File: src/rtl/valu_pkg.sv
// Shared definitions for the vector ALU sequencer: op codes, lane count,
// FSM state encoding and the op-code legality check.
package valu_pkg;

    localparam int VLANES = 5;

    localparam logic [2:0] OP_ADD = 3'b000;
    localparam logic [2:0] OP_SUB = 3'b001;
    localparam logic [2:0] OP_AND = 3'b010;
    localparam logic [2:0] OP_OR  = 3'b011;
    localparam logic [2:0] OP_XOR = 3'b100;
    localparam logic [2:0] OP_MUL = 3'b110;

    typedef enum logic [1:0] {
        ST_IDLE  = 2'd0,
        ST_ISSUE = 2'd1,
        ST_WAIT  = 2'd2,
        ST_DONE  = 2'd3
    } state_t;

    // Codes 101 and 111 have no ALU function behind them.
    function automatic logic valid_op(input logic [2:0] op);
        return (op != 3'b101) && (op != 3'b111);
    endfunction

endpackage

File: src/rtl/valu_chunk_ctr.sv
// Element offset / remaining-count tracker for one vector instruction.
// Produces the per-lane valid mask and the last-chunk flag.
module valu_chunk_ctr
    import valu_pkg::*;
#(
    parameter int LANES = VLANES,
    parameter int LEN_W = 6,
    parameter int AW    = 6
) (
    input  logic             clk,
    input  logic             reset_n,
    input  logic             i_load,
    input  logic [LEN_W-1:0] i_len,
    input  logic             i_adv,
    output logic [AW-1:0]    o_elem_off,
    output logic [LANES-1:0] o_lane_mask,
    output logic             o_last
);

    logic [AW-1:0]    r_elem_off;
    logic [LEN_W-1:0] r_rem;

    // NOTE: sequential state uses non-blocking assignments and is cleared by the async reset.
    always_ff @(posedge clk or negedge reset_n) begin
        if (!reset_n) begin
            r_elem_off <= '0;
            r_rem      <= '0;
        end else if (i_load) begin
            r_elem_off <= '0;
            r_rem      <= i_len;
        end else if (i_adv) begin
            r_elem_off <= r_elem_off + AW'(LANES);
            r_rem      <= r_rem - LEN_W'(LANES);
        end
    end

    always_comb begin
        o_lane_mask = '0;
        for (int i = 0; i < LANES; i++) begin
            o_lane_mask[i] = (i < int'(r_rem));
        end
    end

    assign o_elem_off = r_elem_off;
    assign o_last     = (r_rem <= LEN_W'(LANES));

endmodule

File: src/rtl/valu_seq.sv
// Multi-cycle sequencer feeding one vector instruction through the 5-lane ALU,
// one chunk per issue, with VMUL issues stretched by MUL_LAT wait cycles.
module valu_seq
    import valu_pkg::*;
#(
    parameter int LANES   = VLANES,
    parameter int MAX_LEN = 32,
    parameter int LEN_W   = 6,
    parameter int AW      = 6,
    parameter int MUL_LAT = 2
) (
    input  logic             clk,
    input  logic             reset_n,
    input  logic             start,
    output logic             ready,
    input  logic [2:0]       op,
    input  logic [LEN_W-1:0] len,
    input  logic [AW-1:0]    src_a_base,
    input  logic [AW-1:0]    src_b_base,
    input  logic [AW-1:0]    dst_base,
    input  logic             abort,
    output logic [AW-1:0]    rd_addr_a,
    output logic [AW-1:0]    rd_addr_b,
    output logic [AW-1:0]    wr_addr,
    output logic [2:0]       valu_ctrl,
    output logic             vector_op,
    output logic [LANES-1:0] lane_mask,
    output logic             wb_en,
    output logic             busy,
    output logic             done,
    output logic             err
);

    localparam int WCW = (MUL_LAT < 1) ? 1 : $clog2(MUL_LAT + 1);

    state_t           r_state;
    state_t           w_next;
    logic [2:0]       r_op;
    logic [AW-1:0]    r_a_base;
    logic [AW-1:0]    r_b_base;
    logic [AW-1:0]    r_d_base;
    logic             r_err;
    logic [WCW-1:0]   r_wait_cnt;

    logic             w_accept;
    logic             w_reject;
    logic             w_is_mul;
    logic             w_write;
    logic             w_adv;
    logic             w_last;
    logic [AW-1:0]    w_elem_off;
    logic [LANES-1:0] w_lane_mask;

    assign w_accept = start && (r_state == ST_IDLE);
    assign w_reject = !valid_op(op) || (len > LEN_W'(MAX_LEN));
    // With no multiplier latency a VMUL chunk is written in its issue cycle.
    assign w_is_mul = (r_op == OP_MUL) && (MUL_LAT > 0);
    assign w_write  = !abort &&
                      (((r_state == ST_ISSUE) && !w_is_mul) ||
                       ((r_state == ST_WAIT) && (r_wait_cnt == WCW'(1))));
    assign w_adv    = w_write && !w_last;

    valu_chunk_ctr #(
        .LANES (LANES),
        .LEN_W (LEN_W),
        .AW    (AW)
    ) u_chunk_ctr (
        .clk         (clk),
        .reset_n     (reset_n),
        .i_load      (w_accept),
        .i_len       (len),
        .i_adv       (w_adv),
        .o_elem_off  (w_elem_off),
        .o_lane_mask (w_lane_mask),
        .o_last      (w_last)
    );

    always_ff @(posedge clk or negedge reset_n) begin
        if (!reset_n) begin
            r_state <= ST_IDLE;
        end else begin
            r_state <= w_next;
        end
    end

    always_ff @(posedge clk or negedge reset_n) begin
        if (!reset_n) begin
            r_op       <= '0;
            r_a_base   <= '0;
            r_b_base   <= '0;
            r_d_base   <= '0;
            r_err      <= 1'b0;
            r_wait_cnt <= '0;
        end else begin
            if (w_accept) begin
                r_op     <= op;
                r_a_base <= src_a_base;
                r_b_base <= src_b_base;
                r_d_base <= dst_base;
                r_err    <= w_reject;
            end
            if ((r_state == ST_ISSUE) && w_is_mul) begin
                r_wait_cnt <= WCW'(MUL_LAT);
            end else if (r_state == ST_WAIT) begin
                r_wait_cnt <= r_wait_cnt - WCW'(1);
            end
        end
    end

    // NOTE: every combinational output gets a default first so no latch is inferred.
    always_comb begin
        w_next = r_state;
        case (r_state)
            ST_IDLE: begin
                if (start) begin
                    if (w_reject || (len == '0)) w_next = ST_DONE;
                    else                         w_next = ST_ISSUE;
                end
            end
            ST_ISSUE: begin
                if (abort)         w_next = ST_IDLE;
                else if (w_is_mul) w_next = ST_WAIT;
                else if (w_last)   w_next = ST_DONE;
            end
            ST_WAIT: begin
                if (abort)        w_next = ST_IDLE;
                else if (w_write) w_next = w_last ? ST_DONE : ST_ISSUE;
            end
            ST_DONE: w_next = ST_IDLE;
            default: w_next = ST_IDLE;
        endcase
    end

    // Addresses stay stable through WAIT because the offset only moves on a write.
    always_comb begin
        ready     = 1'b0;
        busy      = 1'b0;
        done      = 1'b0;
        err       = 1'b0;
        vector_op = 1'b0;
        wb_en     = 1'b0;
        valu_ctrl = '0;
        lane_mask = '0;
        rd_addr_a = '0;
        rd_addr_b = '0;
        wr_addr   = '0;
        case (r_state)
            ST_IDLE: ready = 1'b1;
            ST_ISSUE, ST_WAIT: begin
                busy      = 1'b1;
                vector_op = 1'b1;
                valu_ctrl = r_op;
                lane_mask = w_lane_mask;
                rd_addr_a = r_a_base + w_elem_off;
                rd_addr_b = r_b_base + w_elem_off;
                wr_addr   = r_d_base + w_elem_off;
                wb_en     = w_write;
            end
            ST_DONE: begin
                done = 1'b1;
                err  = r_err;
            end
            default: ;
        endcase
    end

endmodule

File: config.mk
export PLATFORM = sky130hd
export DESIGN_NAME = valu_seq
export DESIGN_NICKNAME = d
export VERILOG_FILES = /design/src/rtl/valu_pkg.sv /design/src/rtl/valu_chunk_ctr.sv /design/src/rtl/valu_seq.sv
export SDC_FILE = /design/constraint.sdc
export NUM_CORES = 1
export LEC_CHECK = 0
export CAP_MARGIN = 20
export CORE_MARGIN = 2
export CORE_UTILIZATION = 44
export CTS_BUF_LIST = sky130_fd_sc_hd__clkbuf_8
export DETAILED_ROUTE_END_ITERATION = 10
export PLACE_DENSITY = 0.85
export SKIP_LAST_GASP = 1
export SYNTH_ARGS = -nofsm -noshare
export SYNTH_HDL_FRONTEND = slang
export SYNTH_SLANG_ARGS = --single-unit
File: constraint.sdc
create_clock -name clk -period 2.03 [get_ports clk]
set_input_delay 0.406 -clock clk [delete_from_list [all_inputs] [get_ports clk]]
set_output_delay 0.406 -clock clk [all_outputs]
set_load 0.005 [all_outputs]
Word level (Yosys, flattened, before mapping) --
Index checks and enable logic that the tools add are counted.
Storage, ports and cells: flip-flop bits (word level) 38, bits in latches 0, bits in writable memories 0, memory bits (read-only) 0, input bits 31, output and inout port bits 32, word-level logic and storage cells 77, memories kept 0
Cells by class: add/sub/neg operators 6, multiply operators 0, divide/modulo/power cells 0, $lt $le $gt $ge 7, eq/ne operators 10, shifts and indexed selects 0, muxes and demuxes 25, bitwise logic cells 0, reductions and logical operators 20
Operator list (number):
- 6-bit two-way mux | 7
- 2-bit two-way mux | 10
- 6-bit adder | 3
- 1-bit by 6-bit < comparator with 1-bit output (first input constant) | 2
- 2-bit by 6-bit < comparator with 1-bit output (first input constant) | 2
- 3-bit != test (second input constant) | 3
- 2-bit case mux with 4 select lines | 1
- 1-bit logical AND | 7
- 6-bit by 3-bit adder with 6-bit output (second input constant) | 1
- 6-bit > comparator (second input constant) | 1
- 6-bit by 3-bit <= comparator with 1-bit output (second input constant) | 1
- 6-bit zero test | 1
- 3-bit by 6-bit < comparator with 1-bit output (first input constant) | 1
- 6-bit by 3-bit subtractor with 6-bit output (second input constant) | 1
- 1-bit two-way mux | 5
- 5-bit two-way mux | 1
- 2-bit by 1-bit == test with 1-bit output (second input constant) | 2
- 2-bit == test (second input constant) | 2
- 1-bit zero test | 4
- 4-bit != test (second input constant) | 1
- 2-bit nonzero test | 2
- 3-bit == test (second input constant) | 1
- 1-bit logical OR | 3
- 3-bit two-way mux | 1
- 5 further kinds | 5

Depth between registers and ports, before layout --
Gate-level depths: netlist of the first run.
depth after elaboration 8, mapped depth 8, gate-level depth less buffers 7

Cells and area by module --
Synthesis of the first run repeated with hierarchy kept, for this count alone.
Second synthesis, totals: cells, all modules 276, area, all modules 2636.3 um^2
Modules (own cells, without submodules):
- valu_seq | instances 1, cells an instance 196, area each 1926.8 um^2, sequential area each 650.6 um^2
- valu_chunk_ctr | instances 1, cells an instance 80, area each 709.4 um^2, sequential area each 300.3 um^2

Least setup slack after synthesis of the first run --
No wires, ideal clock.
path kind flip-flop to output port, start point reg r_state[0], end point out rd_addr_b[5], arrival time 1.776 ns, required time 1.624 ns, slack -0.152 ns, cell stages (with the launch flop) 9, buffers on the path 2, cell sequence dfrtp_1 -> inv_1 -> ha_1 -> clkbuf_1 -> inv_1 -> clkbuf_1 -> nor4_1 -> a311oi_1 -> o311ai_0
Between the ends: cells in the longest elaborated chain, start to end 3, elaborated cells on any way between the ends 4, classes of those cells eq/ne (2); mux (1); reduce/logical (1)
RTL lines:
- start: declaration | RTL line valu_seq.sv:36 | state_t r_state;
- start signal: assignment | RTL line valu_seq.sv:82 | r_state <= w_next;
- 2-bit by 1-bit == test with 1-bit output / 2-bit == test (equally long branches) | RTL line valu_seq.sv:147 | case (r_state)
- 2-bit OR reduction * | RTL line valu_seq.sv:147
- 6-bit two-way mux * | RTL line valu_seq.sv:147
- end: declaration | RTL line valu_seq.sv:23 | output logic [AW-1:0] rd_addr_b,
Mark *: on every way between the ends. The rest lies on a longest branch, timed or not.

Worst setup path after layout of the first run --
start point reg u_chunk_ctr.r_elem_off[2] (netlist: u_chunk_ctr.o_elem_off[2]), end point out wr_addr[4]
Between the ends: cells in the longest elaborated chain, start to end 2
RTL lines:
- start: declaration | RTL line valu_chunk_ctr.sv:20 | logic [AW-1:0] r_elem_off;
- start signal: assignment | RTL line valu_chunk_ctr.sv:32 | r_elem_off <= r_elem_off + AW'(LANES);
- 6-bit adder | RTL line valu_seq.sv:156 | wr_addr = r_d_base + w_elem_off;
- 6-bit two-way mux | RTL line valu_seq.sv:147
- end: declaration | RTL line valu_seq.sv:24 | output logic [AW-1:0] wr_addr,
No other way between the ends.

==> results.sh, run 1 <==
export IMPL_clockBufferDepth=2
export IMPL_worstSetupEndpointType="primary output"
export IMPL_synth_edff_count=0
export IMPL_finClkSkew_ns=0.0110
export IMPL_htreeDepth=2
export IMPL_grt_pass1_wl_mm=15.0
export IMPL_pre_cts_ws_ns=-0.468
export IMPL_setup_slack_ns=-0.610
export IMPL_clkTransAtPathRegs_ns=0.08
export IMPL_drcViolationCount=0
export IMPL_overflow=0
export IMPL_async_flop_share_pct=100
export IMPL_worst_pin_slew_ns=0.406
export IMPL_fin_crit_sh_pct=130
export IMPL_setup_viol=26
export IMPL_cp_start_kind="register"
export IMPL_cts_buffers=5
export IMPL_clock_latency_ns=0.31
export IMPL_timing_fmax_ghz=0.379
export IMPL_cts_tree="built"
export IMPL_dieArea_mm2=0.00677
export IMPL_worstPathCellList="ha_1 -> nor2b_4 -> o21ai_1 -> a21boi_1 -> nor3_1 -> buf_2"
export IMPL_hold_violations=0
export IMPL_p_int_w=0.00433
export IMPL_cts_root_buf="clkbuf_8"
export IMPL_die_y_um=82.3
export IMPL_drt_pass1_iterations=6
export IMPL_die_w_um=82.3
export IMPL_violations="negative setup slack"
export IMPL_area_growth_pct=63.9
export IMPL_rsz0062_at_grt="true"
export IMPL_yosysSeqAreaShare_pct=35.3
export IMPL_pwr_share_clk_pct=6.4
export IMPL_portBuffers=62
export IMPL_core_rowCount=28
export IMPL_synth_fp_nets=378
export IMPL_n_antenna_cell=0
export IMPL_maxCapViolations=0
export IMPL_status="finished with violations"
export IMPL_drtIter0Drc=397
export IMPL_hold_class="in -> async"
export IMPL_grt_max_degree=39
export IMPL_ant_nets=0
export IMPL_cp_arrival_ns=2.23
export IMPL_fin_crit_ns=2.64
export IMPL_synth_most_common_cell="nand2_1"
export IMPL_p_per_area_mw_per_mm2=1820
export IMPL_yosysTopAreaCellShare_pct=35.3
export IMPL_grt_pass1_vias=3098
export IMPL_fin_area_mm2=0.00442
export IMPL_initial_core_util_pct=45.5
export IMPL_syn_area_per_cell_um2=8.45
export IMPL_crit_path_top_delay_cell="dfrtp_1"
export IMPL_ys_flop_type="dfrtp_1"
export IMPL_finalMaxSlewViolations=0
export IMPL_combPwrFrac_pct=75.3
export IMPL_core_area_mm2=0.00592
export IMPL_cts_num_sinks=38
export IMPL_p_sw_w=0.00369
export IMPL_cpPeakStageDelay_ns=0.49
export IMPL_ir_worst_vdd_v=0.000951
export IMPL_placed_area_mm2=0.00375
export IMPL_p_leak_nw=2.05
export IMPL_num_vias=3300
export IMPL_yosysUniqueCellTypes=44
export IMPL_viasPerCell=6.21
export IMPL_p_seq_share_pct=18.3
export IMPL_wire_per_inst_um=21.1
export IMPL_grt_usage_pct=29.4
export IMPL_worstPathRequired_ns=1.62
export IMPL_synth_top_area_cell="dfrtp_1"
export IMPL_globalplace_congestion=0.857
export IMPL_nNetsFinal=515
export IMPL_dpl_hpwl_mm=5.73
export IMPL_synth_cell_area_mm2=0.00270
export IMPL_netSwitchingFraction_pct=46.0
export IMPL_synthTopCellsByCount="nand2_1, dfrtp_1, ha_1, inv_1, o21ai_0"
export IMPL_drive_gt1_share_pct=39.5
export IMPL_crit_fanout=7
export IMPL_yosys_warnings=0
export IMPL_synth_seq_cells=38
export IMPL_crit_type="reg -> out"
export IMPL_dp_cells=495
export IMPL_relSlewSlack_pct=72.3
export IMPL_totalWireLength_mm=11.2
export IMPL_stdcell_count=531
export IMPL_synth_area_top_cells="dfrtp_1, ha_1, nand2_1, inv_1, o21ai_0"
export IMPL_syn_inst=319
export IMPL_antenna_found_initial=0
export IMPL_io_pins=63
export IMPL_hold_slack_ns=0.0433
-- layer usage --
metal	share of wire, %	up-vias	GRT usage [%]
li1	-	1405	-
met1	36	1569	36.5
met2	48	240	52.0
met3	9.2	86	3.59
met4	7.1	0	10.8
met5	0	-	0
-- worst paths after layout --
check | from | to | slack [ns] | cells past startpoint
max in group asynchronous | reset_n | r_err$_DFFE_PN0P_ | 1.78 | 2
min reg2reg | r_a_base[3]$_DFFE_PN0P_ | r_a_base[3]$_DFFE_PN0P_ | 0.50 | 2
max | u_chunk_ctr.o_elem_off[2]$_DFFE_PN0P_ | wr_addr[4] | -0.61 | 6
min in group clk | r_a_base[3]$_DFFE_PN0P_ | r_a_base[3]$_DFFE_PN0P_ | 0.50 | 2
min | reset_n | u_chunk_ctr.o_elem_off[3]$_DFFE_PN0P_ | 0.04 | 2
max reg2reg | u_chunk_ctr.r_rem[0]$_DFFE_PN0P_ | u_chunk_ctr.r_rem[3]$_DFFE_PN0P_ | -0.11 | 6
-- layout make-up --
class / count / area [µm²]
Multi-Input combinational cell: 244 / 2030
Inverter: 23 / 90.1
Clock buffer: 5 / 68.8
Clock inverter: 2 / 7.51
Fill cell: 371 / 1500
Sequential cell: 38 / 951
Tap cell: 75 / 93.8
Timing Repair Buffer: 143 / 1160
Timing Repair inverter: 1 / 7.51
-- layout by cell type, fill, tap and decap left out, types with 4 or more instances in the layout --
master	count
inv_2	6
or4_1	8
inv_1	18
a311oi_2	4
nor2_1	11
buf_2	21
nor4_4	5
o31ai_1	5
nor3_1	4
clkbuf_8	5
xnor2_2	4
buf_4	67
clkdlybuf4s50_1	30
a31oi_1	6
nor3_2	4
nand2_1	63
o21ai_0	9
a21oi_1	9
dfrtp_1	38
and2_1	8
o21ai_1	6
buf_6	10
nand3_1	6
ha_1	14
ha_4	10
clkbuf_2	7
nor2b_4	6
a21o_1	4
-- cell families (layout without fill, tap and decap cells) --
family                   Yosys count  count (layout)  share of synthesized area [%]
flip-flops                        38              38                           35.3
AO/OA/AOI/OAI                     67              67                           16.4
adder cells (fa/ha/maj)           28              28                           13.8
buffers and inverters             38             174                           5.85
multiplexers                       1               1                          0.418
AND/OR/NAND/NOR                  140             141                           26.0
XOR/XNOR                           7               7                           2.27
-- worst max-delay path, delay by kind of cell (launching register included) --
family	cells	cell delay (ns)
buffers and inverters	1	0.18
AOI/OAI and AO/OA	2	0.34
and+or+nand+nor	2	0.49
DFF	1	0.49
adders and majority gates	1	0.42
-- per-stage QoR --
stage	util, %	setup TNS, ns	total power (W)
2_1_floorplan	-	-0.00130	0.00348
3_3_place_gp	63.4	-5.85	0.00558
3_5_place_dp	63.4	-7.55	0.00579
4_1_cts	70.6	-4.28	0.00704
5_1_grt	74.6	-6.24	0.00836
6_report	74.6	-5.20	0.00802
-- timing repair --
| item | CTS | global route |
|---|---|---|
| gates cloned | 1 | 1 |
| hold buffers | 0 | 0 |
| pin swaps | 23 | 27 |
| setup buffers | 24 | 10 |
| endpoints found under the setup margin | 33 | 39 |
| resized for setup | 146 | 74 |
-- power by group through the flow --
stage / Sequential (W) / Clock, W / Combinational [W]
floorplan: 0.00133 / 0 / 0.00215
global placement: 0.00134 / 0 / 0.00423
detailed placement: 0.00137 / 0 / 0.00442
CTS: 0.00140 / 0.000487 / 0.00515
global route: 0.00149 / 0.000538 / 0.00634
finish: 0.00147 / 0.000512 / 0.00604
-- registers in the layout, summed over array words and instances (netlist names) --
| name | count |
|---|---|
| r_d_base | 6 |
| r_b_base | 6 |
| u_chunk_ctr.o_elem_off | 6 |
| u_chunk_ctr.r_rem | 6 |
| r_state | 2 |
| r_err | 1 |
| r_op | 3 |
| r_wait_cnt | 2 |
| r_a_base | 6 |
No activity file was read; power rests on OpenSTA's default activity.
==> inputs of run 2 (changes only) <==
--- a/config.mk
+++ b/config.mk
@@ -5,13 +5,15 @@
 export SDC_FILE = /design/constraint.sdc
 export NUM_CORES = 1
 export LEC_CHECK = 0
+export ABC_AREA = 1
 export CAP_MARGIN = 20
 export CORE_MARGIN = 2
 export CORE_UTILIZATION = 44
 export CTS_BUF_LIST = sky130_fd_sc_hd__clkbuf_8
 export DETAILED_ROUTE_END_ITERATION = 10
-export PLACE_DENSITY = 0.85
+export PLACE_DENSITY = 0.84
 export SKIP_LAST_GASP = 1
+export SLEW_MARGIN = 40
 export SYNTH_ARGS = -nofsm -noshare
 export SYNTH_HDL_FRONTEND = slang
 export SYNTH_SLANG_ARGS = --single-unit
==> results.sh, run 2 <==
export IMPL_die_w_um=83.7
export IMPL_violations="negative setup slack"
export IMPL_yosysTopAreaCellShare_pct=34.1
export IMPL_antenna_found_initial=0
export IMPL_nNetsFinal=583
export IMPL_pwr_share_clk_pct=8.7
export IMPL_drive_gt1_share_pct=36.6
export IMPL_ys_flop_type="dfrtp_1"
export IMPL_p_per_area_mw_per_mm2=2010
export IMPL_synth_top_area_cell="dfrtp_1"
export IMPL_finalMaxSlewViolations=0
export IMPL_clkTransAtPathRegs_ns=0.08
export IMPL_drt_pass1_iterations=4
export IMPL_setup_viol=15
export IMPL_clock_latency_ns=0.30
export IMPL_final_cell_mix="nand2_1, buf_4, dfrtp_1"
export IMPL_worst_pin_slew_ns=0.508
export IMPL_synth_most_common_cell="nand2_1"
export IMPL_globalplace_congestion=0.857
export IMPL_p_seq_share_pct=16.5
export IMPL_totalWireLength_mm=9.99
export IMPL_overflow=0
export IMPL_stdcell_count=602
export IMPL_drtIter0Drc=192
export IMPL_finClkSkew_ns=0.00423
export IMPL_p_sw_w=0.00407
export IMPL_cp_arrival_ns=2.01
export IMPL_reg2reg_from="r_state[1]$_DFFE_PN0P_"
export IMPL_grt_max_degree=39
export IMPL_relSlewSlack_pct=66.1
export IMPL_hold_class="in -> async"
export IMPL_status="finished with violations"
export IMPL_crit_type="reg -> out"
export IMPL_viasPerCell=5.31
export IMPL_ir_worst_vdd_v=0.00131
export IMPL_ant_nets=0
export IMPL_p_int_w=0.00502
export IMPL_hold_violations=0
export IMPL_yosysSeqAreaShare_pct=34.1
export IMPL_cts_tree="built"
export IMPL_grt_pass1_vias=3285
export IMPL_cts_hold_buf=0
export IMPL_portBuffers=62
export IMPL_worstSetupEndpointType="primary output"
export IMPL_yosysUniqueCellTypes=29
export IMPL_combPwrFrac_pct=74.8
export IMPL_synth_cell_area_mm2=0.00279
export IMPL_cts_num_sinks=38
export IMPL_grt_usage_pct=26.5
export IMPL_postLayoutCoreUtil_pct=72.3
export IMPL_r2r_slack_ns=0.07
export IMPL_rr_worst_depth=14
export IMPL_synth_top_family_by_area="simple AND/OR/NAND/NOR gates"
export IMPL_crit_fanout=3
export IMPL_yosys_warnings=0
export IMPL_fin_crit_sh_pct=119
export IMPL_p_leak_nw=2.38
export IMPL_cts_buffers=5
export IMPL_syn_inst=386
export IMPL_r2r_end="r_state[1]$_DFFE_PN0P_"
export IMPL_async_flop_share_pct=100
export IMPL_core_area_mm2=0.00624
export IMPL_area_growth_pct=61.5
export IMPL_clockBufferDepth=2
export IMPL_yosys_area_share_simple_pct=30.1
export IMPL_fin_crit_ns=2.42
export IMPL_htreeDepth=2
export IMPL_num_vias=3196
export IMPL_synth_compound_gate_area_share_pct=9.59
export IMPL_synth_edff_count=0
export IMPL_muxShareOfSynthArea_pct=0
export IMPL_dieArea_mm2=0.00700
export IMPL_syn_area_per_cell_um2=7.23
export IMPL_netSwitchingFraction_pct=44.8
export IMPL_core_rowCount=29
export IMPL_final_common_cell="nand2_1"
export IMPL_worstPathRequired_ns=1.62
export IMPL_hold_slack_ns=0.167
export IMPL_drcViolationCount=0
export IMPL_die_y_um=83.7
export IMPL_io_pins=63
export IMPL_setup_tns_ns=-3.13
export IMPL_synth_fp_nets=445
export IMPL_synth_xor_area_share_pct=4.08
export IMPL_maxCapViolations=0
export IMPL_synth_seq_cells=38
export IMPL_dp_cells=563
export IMPL_n_antenna_cell=0
export IMPL_timing_fmax_ghz=0.414
export IMPL_synthTopCellsByCount="nand2_1, inv_1, dfrtp_1, nor2_1, nand3_1"
export IMPL_dpl_hpwl_mm=5.69
export IMPL_cp_start_kind="register"
export IMPL_rsz0062_at_grt="true"
export IMPL_setup_slack_ns=-0.387
export IMPL_wire_per_inst_um=16.6
export IMPL_synth_area_top_cells="dfrtp_1, nand2_1, ha_1, inv_1, nand3_1"
export IMPL_grt_pass1_wl_mm=15.0
export IMPL_synth_fa_ha_area_share_pct=13.4
export IMPL_cts_root_buf="clkbuf_8"
export IMPL_initial_core_util_pct=44.7
==> run 2: changes by cell type in the layout (fill, tap and decap cells not counted), moves of 7 or more <==
cell     previous run  this run
and2_1              8         0
inv_1              18        34
nand2_1            63       117
nand2_2             1        11
nand3_1             6        22
nor2_1             11        28
o21ai_2             1         8
or4_1               8         0
==> run 2: power groups by stage <==
| stage | clock network (W) | registers [W] | logic, W |
|---|---|---|---|
| finish | 0.000788 | 0.00150 | 0.00679 |
| CTS | 0.000802 | 0.00146 | 0.00582 |
| floorplan | 0 | 0.00137 | 0.00268 |
| global placement | 0 | 0.00140 | 0.00506 |
| detailed placement | 0 | 0.00142 | 0.00523 |
| global route | 0.000837 | 0.00154 | 0.00733 |
==> run 2: worst max-delay path by stage <==
stage | start | endpoint | slack, ns | depth (start not counted)
after floorplan | u_chunk_ctr.o_elem_off[0]$_DFFE_PN0P_ | wr_addr[4] | 0.12 | 9
after global placement | u_chunk_ctr.o_elem_off[0]$_DFFE_PN0P_ | rd_addr_b[4] | -0.32 | 10
after detailed placement | u_chunk_ctr.o_elem_off[0]$_DFFE_PN0P_ | wr_addr[4] | -0.39 | 10
after CTS | u_chunk_ctr.o_elem_off[0]$_DFFE_PN0P_ | rd_addr_b[4] | -0.34 | 11
after global routing | u_chunk_ctr.o_elem_off[0]$_DFFE_PN0P_ | rd_addr_a[4] | -0.48 | 11
final | u_chunk_ctr.o_elem_off[0]$_DFFE_PN0P_ | rd_addr_b[4] | -0.39 | 11
==> run 2: critical path, cell delays in order (launching register included) <==
cell	delay, ns
dfrtp_1	0.40
buf_6	0.13
ha_4	0.13
inv_2	0.03
fa_2	0.33
inv_2	0.08
nand2_2	0.05
nand2_2	0.08
a21oi_2	0.06
xor2_1	0.16
nor2_1	0.12
buf_2	0.13
==> run 2: kinds of logic (layout without fill, tap and decap cells) <==
group                    count (synthesis)  count (layout)
adder cells (fa/ha/maj)                 28              28
XOR/XNOR                                13              13
AO/OA/AOI/OAI                           47              47
buffers and inverters                   59             198
flip-flops                              38              38
AND/OR/NAND/NOR                        201             201
==> run 2: per-layer routing <==
layer	global-route usage [%]	up-vias	part of all wire, %
met1	30.1	1514	38
met5	0	-	0
li1	-	1495	-
met4	11.0	0	3.9
met2	47.2	150	51
met3	6.53	37	6.6
==> run 2: per-stage QoR <==
step / total power, W / cell area (µm²) / setup WS, ns
floorplan: 0.00405 / 2790 / 0.118
global placement: 0.00646 / 3820 / -0.316
detailed placement: 0.00665 / 3820 / -0.394
CTS: 0.00809 / 4320 / -0.337
global route: 0.00970 / 4510 / -0.484
finish: 0.00908 / 4510 / -0.387
==> run 2: timing repair <==
action	in CTS	in global routing
resized for setup	131	61
cloned	0	0
endpoints found under the setup margin	29	27
endpoints found under the hold margin	0	0
pin swaps	39	39
buffers inserted	29	7
==> run 2: layout make-up <==
class	instances	area [µm²]
clock inverter	3	68.8
sequential	38	955
multi-input combinational	289	1950
timing repair buffer	143	1190
fill	456	1730
clock buffer	5	68.8
tap	77	96.3
inverter	47	176
